==> src/rtl/fp_to_twos_decoder.sv <==
`default_nettype none
// ============================================================================
// Module   : fp_to_twos_decoder
// Brief    : Decodes a sign/3-bit-exponent/4-bit-significand word into a
//            12-bit two's-complement integer with a valid/ready handshake.
//            Define FP_DECODER_BARREL_EN to shift in one step (latency 1).
// Revision : 1.0 - initial release
// ============================================================================
module fp_to_twos_decoder (
    input  logic        clk,
    input  logic        rst_n,
    input  logic        in_valid,
    output logic        in_ready,
    input  logic        in_sign,
    input  logic [2:0]  in_exp,
    input  logic [3:0]  in_sig,
    output logic        out_valid,
    input  logic        out_ready,
    output logic [11:0] out_data
);

    typedef enum logic [1:0] {
        IDLE  = 2'd0,
        SHIFT = 2'd1,
        SIGN  = 2'd2,
        DONE  = 2'd3
    } state_t;

    state_t      state_q, state_d;
    logic        sign_q, sign_d;
    logic [2:0]  cnt_q, cnt_d;
    logic [10:0] mag_q, mag_d;
    logic [11:0] out_data_q, out_data_d;
    logic        out_valid_q, out_valid_d;

    always_ff @(posedge clk or negedge rst_n) begin
        if (!rst_n) begin
            state_q     <= IDLE;
            sign_q      <= 1'b0;
            cnt_q       <= 3'd0;
            mag_q       <= 11'd0;
            out_data_q  <= 12'h000;
            out_valid_q <= 1'b0;
        end else begin
            state_q     <= state_d;
            sign_q      <= sign_d;
            cnt_q       <= cnt_d;
            mag_q       <= mag_d;
            out_data_q  <= out_data_d;
            out_valid_q <= out_valid_d;
        end
    end

    always_comb begin
        state_d     = state_q;
        sign_d      = sign_q;
        cnt_d       = cnt_q;
        mag_d       = mag_q;
        out_data_d  = out_data_q;
        out_valid_d = out_valid_q;
        case (state_q)
            IDLE: begin
                if (in_valid) begin
                    sign_d = in_sign;
`ifdef FP_DECODER_BARREL_EN
                    mag_d   = {7'd0, in_sig} << in_exp;
                    cnt_d   = 3'd0;
                    state_d = SIGN;
`else
                    mag_d   = {7'd0, in_sig};
                    cnt_d   = in_exp;
                    state_d = (in_exp != 3'd0) ? SHIFT : SIGN;
`endif
                end
            end
            SHIFT: begin
                mag_d = mag_q << 1;
                cnt_d = cnt_q - 3'd1;
                if (cnt_q == 3'd1) begin
                    state_d = SIGN;
                end
            end
            SIGN: begin
                // Negating a zero magnitude wraps back to zero, so no negative zero.
                out_data_d  = sign_q ? (~{1'b0, mag_q} + 12'd1) : {1'b0, mag_q};
                out_valid_d = 1'b1;
                state_d     = DONE;
            end
            DONE: begin
                if (out_ready) begin
                    out_valid_d = 1'b0;
                    state_d     = IDLE;
                end
            end
            default: state_d = IDLE;
        endcase
    end

    assign in_ready  = (state_q == IDLE);
    assign out_valid = out_valid_q;
    assign out_data  = out_data_q;

endmodule
`default_nettype wire

==> config.mk <==
export PLATFORM = sky130hd
export DESIGN_NAME = fp_to_twos_decoder
export DESIGN_NICKNAME = d
export VERILOG_FILES = /design/src/rtl/fp_to_twos_decoder.sv
export SDC_FILE = /design/constraint.sdc
export NUM_CORES = 1
export LEC_CHECK = 0
export BUFFER_PORTS_ARGS = -buffer_cell sky130_fd_sc_hd__buf_4
export CAP_MARGIN = 0
export CELL_PAD_IN_SITES_DETAIL_PLACEMENT = 1
export CELL_PAD_IN_SITES_GLOBAL_PLACEMENT = 1
export CORE_MARGIN = 1.5
export CORE_UTILIZATION = 40
export DETAILED_ROUTE_END_ITERATION = 8
export GPL_TIMING_DRIVEN = 0
export HOLD_SLACK_MARGIN = 0.02
export PLACE_DENSITY_LB_ADDON = 0.1
export SYNTH_ARGS = -nofsm -noshare
export SYNTH_HDL_FRONTEND = slang
export SYNTH_SLANG_ARGS = --single-unit
export TNS_END_PERCENT = 20
==> constraint.sdc <==
create_clock -name clk -period 2.61 [get_ports clk]
set_input_delay 0.3915 -clock clk [delete_from_list [all_inputs] [get_ports clk]]
set_output_delay 0.3915 -clock clk [all_outputs]
set_load 0.02 [all_outputs]
==> results of run 1 <==
==> kinds of logic after synthesis <==
group / Yosys count
and+or+nand+nor: 58
xor gates and xnor gates: 1
AOI/OAI and AO/OA: 60
DFF: 30
buffers and inverters: 31
adders and majority gates: 7
muxes: 15
==> layer usage <==
layer	track usage [%]	wire length, µm
met4	8.60	85
met1	28.3	2440
met3	4.64	164
met5	0	0
met2	35.7	2540
==> flip-flops by register name, indices dropped and copies added (netlist names) <==
register   flops
out_data      12
mag_q         11
cnt_q          3
state_q        2
out_valid      1
sign_q         1
==> power by group through the flow <==
stage          clock network (mW)  logic, mW  registers (mW)
4_1_cts                     0.462       1.80           0.849
5_1_grt                     0.482       1.99           0.874
3_3_place_gp                    0       1.70           0.836
3_5_place_dp                    0       1.79           0.857
6_report                    0.457       1.80           0.848
2_1_floorplan                   0       1.15           0.936
==> worst max-delay path, delay by kind of cell (launching register included) <==
kind / cells / cell delay [ns]
DFF: 1 / 0.40
buffers and inverters: 4 / 1.30
AOI/OAI and AO/OA: 2 / 0.28
adders and majority gates: 1 / 0.15
==> layout by cell type, fill, tap and decap left out, types with 3 or more instances in the layout <==
| cell | n |
|---|---|
| dfrtp_1 | 30 |
| nand3_1 | 5 |
| mux2i_1 | 9 |
| ha_1 | 7 |
| nand2_1 | 10 |
| or3_1 | 3 |
| a211o_1 | 3 |
| clkbuf_1 | 15 |
| mux2_2 | 6 |
| nand2b_1 | 7 |
| o22ai_1 | 8 |
| a2bb2oi_1 | 4 |
| nor2b_1 | 3 |
| o211ai_1 | 3 |
| nor2_1 | 10 |
| nand3b_1 | 3 |
| o21ai_0 | 13 |
| a22oi_1 | 8 |
| buf_4 | 26 |
| inv_1 | 10 |
| a21oi_1 | 7 |
| clkbuf_8 | 8 |
==> worst max-delay path by stage <==
stage	from	end	cells after the start
6_report	state_q[0]	out_data[4]	7
5_1_grt	state_q[0]	out_data[4]	7
4_1_cts	state_q[0]	out_data[4]	7
3_5_place_dp	state_q[0]	out_data[4]	7
3_3_place_gp	state_q[0]	out_data[4]	7
2_1_floorplan	state_q[0]	state_q[1]	7
==> stage by stage <==
stage / setup slack, ns / area, µm²
after floorplan: 0.608 / 1880
after global placement: 0.389 / 2130
after detailed placement: 0.367 / 2130
after CTS: 0.351 / 2240
after global routing: 0.180 / 2240
final: 0.373 / 2240
==> synth_stat cells (4+ instances only) <==
library cell / instances / area (µm²)
nor2_1: 10 / 37.5
nand2_1: 10 / 37.5
ha_1: 7 / 87.6
nand3_1: 5 / 25.0
inv_1: 10 / 37.5
a2bb2oi_1: 4 / 35.0
mux2_2: 6 / 67.6
a21oi_1: 7 / 35.0
a22oi_1: 8 / 60.1
o22ai_1: 8 / 50.1
o21ai_0: 13 / 65.1
nand2b_1: 7 / 43.8
clkbuf_1: 15 / 56.3
mux2i_1: 9 / 90.1
dfrtp_1: 30 / 751
==> final cells by class <==
| cell class | instances | share of cell area, % |
|---|---|---|
| Buffer | 20 | 3.96 |
| Clock buffer | 8 | 4.91 |
| Inverter | 11 | 1.84 |
| Multi-Input combinational cell | 141 | 44.5 |
| Sequential cell | 30 | 33.5 |
| Tap cell | 52 | 2.90 |
| Timing Repair Buffer | 25 | 8.37 |
==> metrics, run 1 <==
DR vias/cell roughly 6; Final Hold Viols 0; reg2reg path depth 7; Mapped Area approximately 1900 µm²; Iteration-0 DRC Markers 73; simple-gate share of the synthesized area 17.2%; latest clock arrival within the worst-skew pair a little under 0.3 ns; initial core utilization between 40% and 50%; Yosys warning count 0; Longest Clk Path Bufs 2; Synth Instances between 200 and 250; Synth Register Bits 30; XOR/XNOR Fraction of Synth Area less than 1%; H-Tree Level Count 2; FF+latch area 751 µm²; synth unique cells 47; combinational power share just under 60%; Setup CP Type register to register; largest family of logic cells by synthesized area compound AO/OA/AOI/OAI gates; Final Power slightly above 3 mW; I/O pins 26; Post-CTS Setup Inserts 0; final setup fails 0; cell mode on critical path clkbuf_1; cts hold-fix bufs 0; crit path capture type register; Synth Area per Inst between 9 and 10 µm²; worst hold path class primary input to async pin; outcome finished, violations left; hold slack 0.0246 ns; dpl hpwl around 3700 µm; TritonCTS Buffers 5; CTS Root Cell clkbuf_8; fin crit share 85.7%; multi-input logic area about 1000 µm²; slowest stage delay, CP 0.43 ns; VDD IR max around 0.57 mV; unrepaired setup endpoints after global routing no; vias in the first global route around 1.8k; number of max-cap violations 0; CP required 2.79 ns; final cell count without fillers about 290; max frequency 0.447 GHz; DR vias approximately 1.7k; type of origin of the critical path register; Placed Instances 279; top_reg_cell synth dfrtp_1; reg2reg end out_data[4]; drt first pass iters 6; syn nets around 220; sw frac ~45%; Compound-Gate Fraction of Synth Area 22.4%; PortBufs 25; RR Startpoint state_q[0]; sequential power share a little over a quarter; Pwr per Cell Area around 1400 nW/µm²; core area 4440 µm²; clock share of power roughly 15%; Cell Chain, Critical Path inv_1 > ha_1 > clkbuf_1 > clkbuf_1 > clkbuf_1 > o211ai_1 > o311ai_0; Max-slew headroom between 50% and 60%; utilization after layout 50.5%; clock-pin slew on the worst setup and hold paths 0.07 ns; maximum fanout along the worst path 10; Seq/Total Area, Yosys about two fifths; Internal around 1.7 mW; mux share of post-synthesis cell area under 10%; DRC 3; Post-synth EDFFs 0; leakage 0.956 nW; # diodes 0; full die area approximately 5000 µm²; Final ANT Viol Nets 0; total negative slack 0 ns; global-route wire length before repair around 8600 µm; violated checks design-rule violations; grt total ovfl 0; initial antenna violation count 0; Worst R2R Setup Slack between 0.3 and 0.4 ns; share of layout cells above drive strength 1 20.9%; worst slew pin tran ~0.70 ns; DIE HEIGHT 71.5 µm; drt total wl 5230 µm; P&R area growth vs syn 19.3%; critical-path cell with the highest stage delay clkbuf_1; Total GRT Usage a little over a fifth; Die Width roughly 72 µm; P_sw 1.40 mW; post-cts repair resize count 0; clock skew 0.0100 ns; Final #Nets 253; adder-cell area share of the yosys netlist under 10%; row count 24; CTS tree done; CTS sink cnt 30; Period minus WS final between 2 and 2.5 ns; asr flop ratio synth 100%; largest net degree at the start of global routing 31; DR WL/cell 18.2 µm; Arr. time, crit path ~2.4 ns; GP Congestion ~0.83; FILL cells between 500 and 600; final max-slew violation count 0
No activity file was read; power rests on OpenSTA's default activity.
==> inputs of run 2 (changes only) <==
--- a/config.mk
+++ b/config.mk
@@ -10,7 +10,7 @@
 export CELL_PAD_IN_SITES_DETAIL_PLACEMENT = 1
 export CELL_PAD_IN_SITES_GLOBAL_PLACEMENT = 1
 export CORE_MARGIN = 1.5
-export CORE_UTILIZATION = 40
+export CORE_UTILIZATION = 35
 export DETAILED_ROUTE_END_ITERATION = 8
 export GPL_TIMING_DRIVEN = 0
 export HOLD_SLACK_MARGIN = 0.02
==> run 2 against run 1 <==
Effect of this change: the flow now finishes without violations; clock power is 12% lower; sequential cell count unchanged; non-clock buffer count is the same; worst hold slack improved by 0.013 ns; die area rose by 14%; via count fell by 0.64%.
==> metrics, run 2 (same netlist as run 1, synthesis figures left out) <==
outcome completed; clock-pin slew on the worst setup and hold paths roughly 0.070 ns; max frequency 0.454 GHz; unrepaired setup endpoints after global routing no; GP Congestion ~0.8; final setup fails 0; CTS sink cnt 30; Period minus WS final 2.20 ns; DR vias about 1.7k; total negative slack 0 ns; clock skew 0.00647 ns; DR WL/cell 17.4 µm; Pwr per Cell Area 1360 nW/µm²; initial core utilization 36.6%; reg2reg path depth 7; Total GRT Usage about 19%; H-Tree Level Count 2; share of layout cells above drive strength 1 20.9%; maximum fanout along the worst path 9; Worst R2R Setup Slack a little over 0.4 ns; vias in the first global route 1764; Post-CTS Setup Inserts 0; row count 26; # diodes 0; DIE HEIGHT roughly 76 µm; FILL cells between 600 and 700; Arr. time, crit path 2.37 ns; final max-slew violation count 0; Final #Nets about 250; Max-slew headroom approximately half; drt first pass iters 4; Final ANT Viol Nets 0; final cell count without fillers roughly 310; Placed Instances 297; global-route wire length before repair roughly 8800 µm; max reg flops 12; Final Hold Viols 0; dpl hpwl 3830 µm; VDD IR max ~0.57 mV; largest net degree at the start of global routing 31; dpl ws roughly 0.24 ns; most common cell after layout, fill and taps aside dfrtp_1; I/O pins 26; PortBufs 25; grt total ovfl 0; Longest Clk Path Bufs 2; RR Startpoint state_q[0]; CTS Root Cell clkbuf_8; CTS tree done; DRC 0; number of max-cap violations 0; reg2reg end state_q[1]; leakage 0.950 nW; core area 5140 µm²; Die Width 76.3 µm; P&R area growth vs syn 19.6%; DR vias/cell approximately 5.6; cts hold-fix bufs 0; PnR worst setup slack around 0.41 ns; type of origin of the critical path register; commonest cells after routing, fill and taps aside dfrtp_1 (30), buf_4 (26), clkbuf_1 (15); Iteration-0 DRC Markers 50; worst hold path class primary input to async pin; Final Power between 3 and 4 mW; full die area ~5800 µm²; initial antenna violation count 0; latest clock arrival within the worst-skew pair between 0.2 and 0.3 ns; FF+latch area 751 µm²; TritonCTS Buffers 5; multi-input logic area 998 µm²; Setup CP Type register to register; crit path capture type register; CP required 2.78 ns; worst slew pin tran 0.760 ns; fin crit share between 80% and 90%; drt total wl 5300 µm
## run 2: cell types whose count changed in the layout (fill, tap and decap cells not counted), sizes merged
cell    before  now
clkbuf      23   22
clkinv       1    2
## run 2: how the worst max path moves through the flow
stage / start / end / slack (ns)
floorplan: state_q[0] / state_q[1] / 0.61
global placement: state_q[0] / out_data[4] / 0.31
detailed placement: state_q[0] / out_data[4] / 0.24
CTS: state_q[0] / out_data[4] / 0.24
global route: state_q[0] / out_data[4] / 0.19
finish: state_q[0] / state_q[1] / 0.41
## run 2: what timing repair did
item                       4_1_cts  5_1_grt
gates resized for setup          0        2
hold endpoints to repair         0        0
setup endpoints to repair        0        1
## run 2: report_power, final
group	switching, mW	internal [mW]
sequential	0.154	0.689
combinational	1.05	0.748
clock	0.191	0.213
## run 2: area by class of cell
cell class / count / area share [%]
Clock buffer: 7 / 3.84
Buffer: 20 / 4.01
Timing Repair Buffer: 25 / 8.35
Inverter: 11 / 1.84
Tap cell: 70 / 3.90
Clock inverter: 1 / 0.223
Multi-Input combinational cell: 141 / 44.4
Sequential cell: 30 / 33.4
## run 2: per-stage QoR
stage	hold slack, ns	util [%]	instance area [µm²]
2_1_floorplan	0.0959	-	1880
3_3_place_gp	0.351	41.9	2150
3_5_place_dp	0.360	41.9	2150
4_1_cts	0.0461	43.7	2250
5_1_grt	0.0598	43.7	2250
6_report	0.0371	43.7	2250
## run 2: critical path, cell delays in order (launching register included)
cell	delay, ns
dfrtp_1	0.38
inv_1	0.09
ha_1	0.21
clkbuf_1	0.18
nor2b_1	0.17
clkbuf_1	0.22
a221oi_1	0.43
mux2_2	0.40
## run 2: layer usage
layer | global-route usage, % | vias up | part of all wire (%)
met1 | 22.6 | 856 | 45
met5 | 0 | - | 0
li1 | - | 807 | -
met4 | 8.15 | 0 | 1.8
met3 | 3.71 | 10 | 3.1
met2 | 33.9 | 33 | 50
==> inputs of run 3 (changes only) <==
==> constraint.sdc (replaced) <==
create_clock -name clk -period 1.9 [get_ports clk]
set_input_delay 0.285 -clock clk [delete_from_list [all_inputs] [get_ports clk]]
set_output_delay 0.285 -clock clk [all_outputs]
set_load 0.02 [all_outputs]
==> run 3 against run 2 <==
Effect of this change: design area up 1.5%; clock-buffer cell count did not move; core utilization rose by 0.66 points; global-route usage shrank 0.54 points; setup slack got worse by 0.34 ns; routed wire length shrank 0.57%; sequential power increased by 39%; die area unchanged; combinational power is 41% higher; critical path type unchanged.
==> metrics, run 3 (same netlist as run 1, synthesis figures left out) <==
TritonCTS Buffers 5; initial core utilization a little over a third; dpl ws -0.458 ns; dpl hpwl about 3900 µm; CTS Root Cell clkbuf_8; Die Width between 70 and 80 µm; P_sw 1.93 mW; Pwr per Cell Area 1860 nW/µm²; Hold Crit Start in_sign; DR WL/cell ~17 µm; maximum fanout along the worst path 9; DRC 0; max reg flops 12; grt total ovfl 0; Arr. time, crit path approximately 2.0 ns; combinational power share 59.7%; worst slew pin tran about 0.53 ns; GP Congestion around 0.77; type of origin of the critical path register; Iteration-0 DRC Markers 62; reg2reg path depth 5; global-route wire length before repair between 8000 and 9000 µm; Longest Clk Path Bufs 2; commonest cells after routing, fill and taps aside dfrtp_1 (30), buf_4 (27), o21ai_0 (13); Period minus WS final roughly 1.8 ns; Final Hold Viols 0; CP required 2.05 ns; hold slack around 0.25 ns; DR vias ~1.7k; largest net degree at the start of global routing 31; final cell count without fillers a little over 300; max frequency about 0.55 GHz; clock-pin slew on the worst setup and hold paths roughly 0.070 ns; full die area 5820 µm²; outcome completed; # diodes 0; initial antenna violation count 0; reg2reg end state_q[0]; most common cell after layout, fill and taps aside dfrtp_1; DR vias/cell around 5.5; sw frac a little under half; Placed Instances ~300; vias in the first global route about 1.8k; clock share of power 12.7%; row count 26; Internal 2.32 mW; Total GRT Usage between 10% and 20%; hold path depth 2; Setup CP Type register to register; clock skew 0.00529 ns; drt total wl about 5300 µm; Max-slew headroom 64.8%; worst hold path class primary input to register; crit path capture type register; I/O pins 26; sequential power share between 20 and 30%; CTS tree done; final max-slew violation count 0; DIE HEIGHT roughly 76 µm; Final #Nets roughly 250; fin crit share 96.5%; unrepaired setup endpoints after global routing yes; VDD IR max just over 0.7 mV; drt first pass iters 4; share of layout cells above drive strength 1 roughly a quarter; Final ANT Viol Nets 0; final setup fails 0; CTS sink cnt 30; latest clock arrival within the worst-skew pair around 0.28 ns; PnR worst setup slack approximately 0.066 ns; H-Tree Level Count 2; hold endpoint sign_q; P&R area growth vs syn 21.4%; leakage 0.968 nW; RR Startpoint state_q[0]; Worst R2R Setup Slack between 0.06 and 0.07 ns; core area 5140 µm²; PortBufs 25; number of max-cap violations 0
run 3: per-stage QoR:
step                utilization [%]  TNS [ns]  instance area [µm²]  total power [mW]
floorplan                         -         0                 1890              2.89
global placement               42.1     -3.23                 2160              3.54
detailed placement             42.1     -4.76                 2160              3.69
CTS                            44.2         0                 2270              4.28
global route                   44.4   -0.0199                 2280              4.60
finish                         44.4         0                 2280              4.25
run 3: worst max-delay path by stage:
stage / start / to / slack (ns) / cells after the start
2_1_floorplan: state_q[0] / state_q[1] / 0.07 / 7
3_3_place_gp: state_q[0] / out_data[4] / -0.39 / 7
3_5_place_dp: state_q[0] / out_data[4] / -0.46 / 7
4_1_cts: state_q[0] / state_q[0] / 0.06 / 5
5_1_grt: state_q[0] / state_q[0] / -0.02 / 5
6_report: state_q[0] / state_q[0] / 0.07 / 5
run 3: routing by layer:
| layer | vias to the layer above | part of all wire [%] | wire length (µm) | global-route usage [%] |
|---|---|---|---|---|
| met3 | 9 | 2.8 | 150 | 3.83 |
| met2 | 29 | 52 | 2750 | 33.9 |
| met5 | - | 0 | 0 | 0 |
| met4 | 0 | 1.1 | 60 | 5.74 |
| met1 | 840 | 44 | 2310 | 21.9 |
| li1 | 804 | - | - | - |
run 3: cell type report:
cell class | count | area (µm²)
Inverter | 11 | 42.5
Clock buffer | 7 | 86.3
Buffer | 18 | 88.8
Tap cell | 70 | 87.6
Sequential cell | 30 | 751
Clock inverter | 1 | 5.00
Fill cell | 617 | 2860
Timing Repair Buffer | 27 | 205
Multi-Input combinational cell | 141 | 1010
run 3: power groups by stage:
stage	clock (mW)	combinational [mW]	sequential (mW)
2_1_floorplan	0	1.60	1.29
3_5_place_dp	0	2.51	1.18
6_report	0.539	2.54	1.17
4_1_cts	0.557	2.55	1.17
5_1_grt	0.592	2.79	1.21
3_3_place_gp	0	2.39	1.15
run 3: critical path, cell delays in order (launching register included):
cell	delay [ns]
dfrtp_1	0.42
inv_1	0.13
ha_2	0.28
or4b_2	0.63
o21ai_0	0.13
mux2i_1	0.12
run 3: timing repair:
| action | 4_1_cts | 5_1_grt |
|---|---|---|
| endpoints found under the hold margin | 30 | 0 |
| hold buffers | 1 | 0 |
| endpoints found under the setup margin | 23 | 11 |
| setup buffers | 1 | 0 |
| gates resized for setup | 6 | 4 |
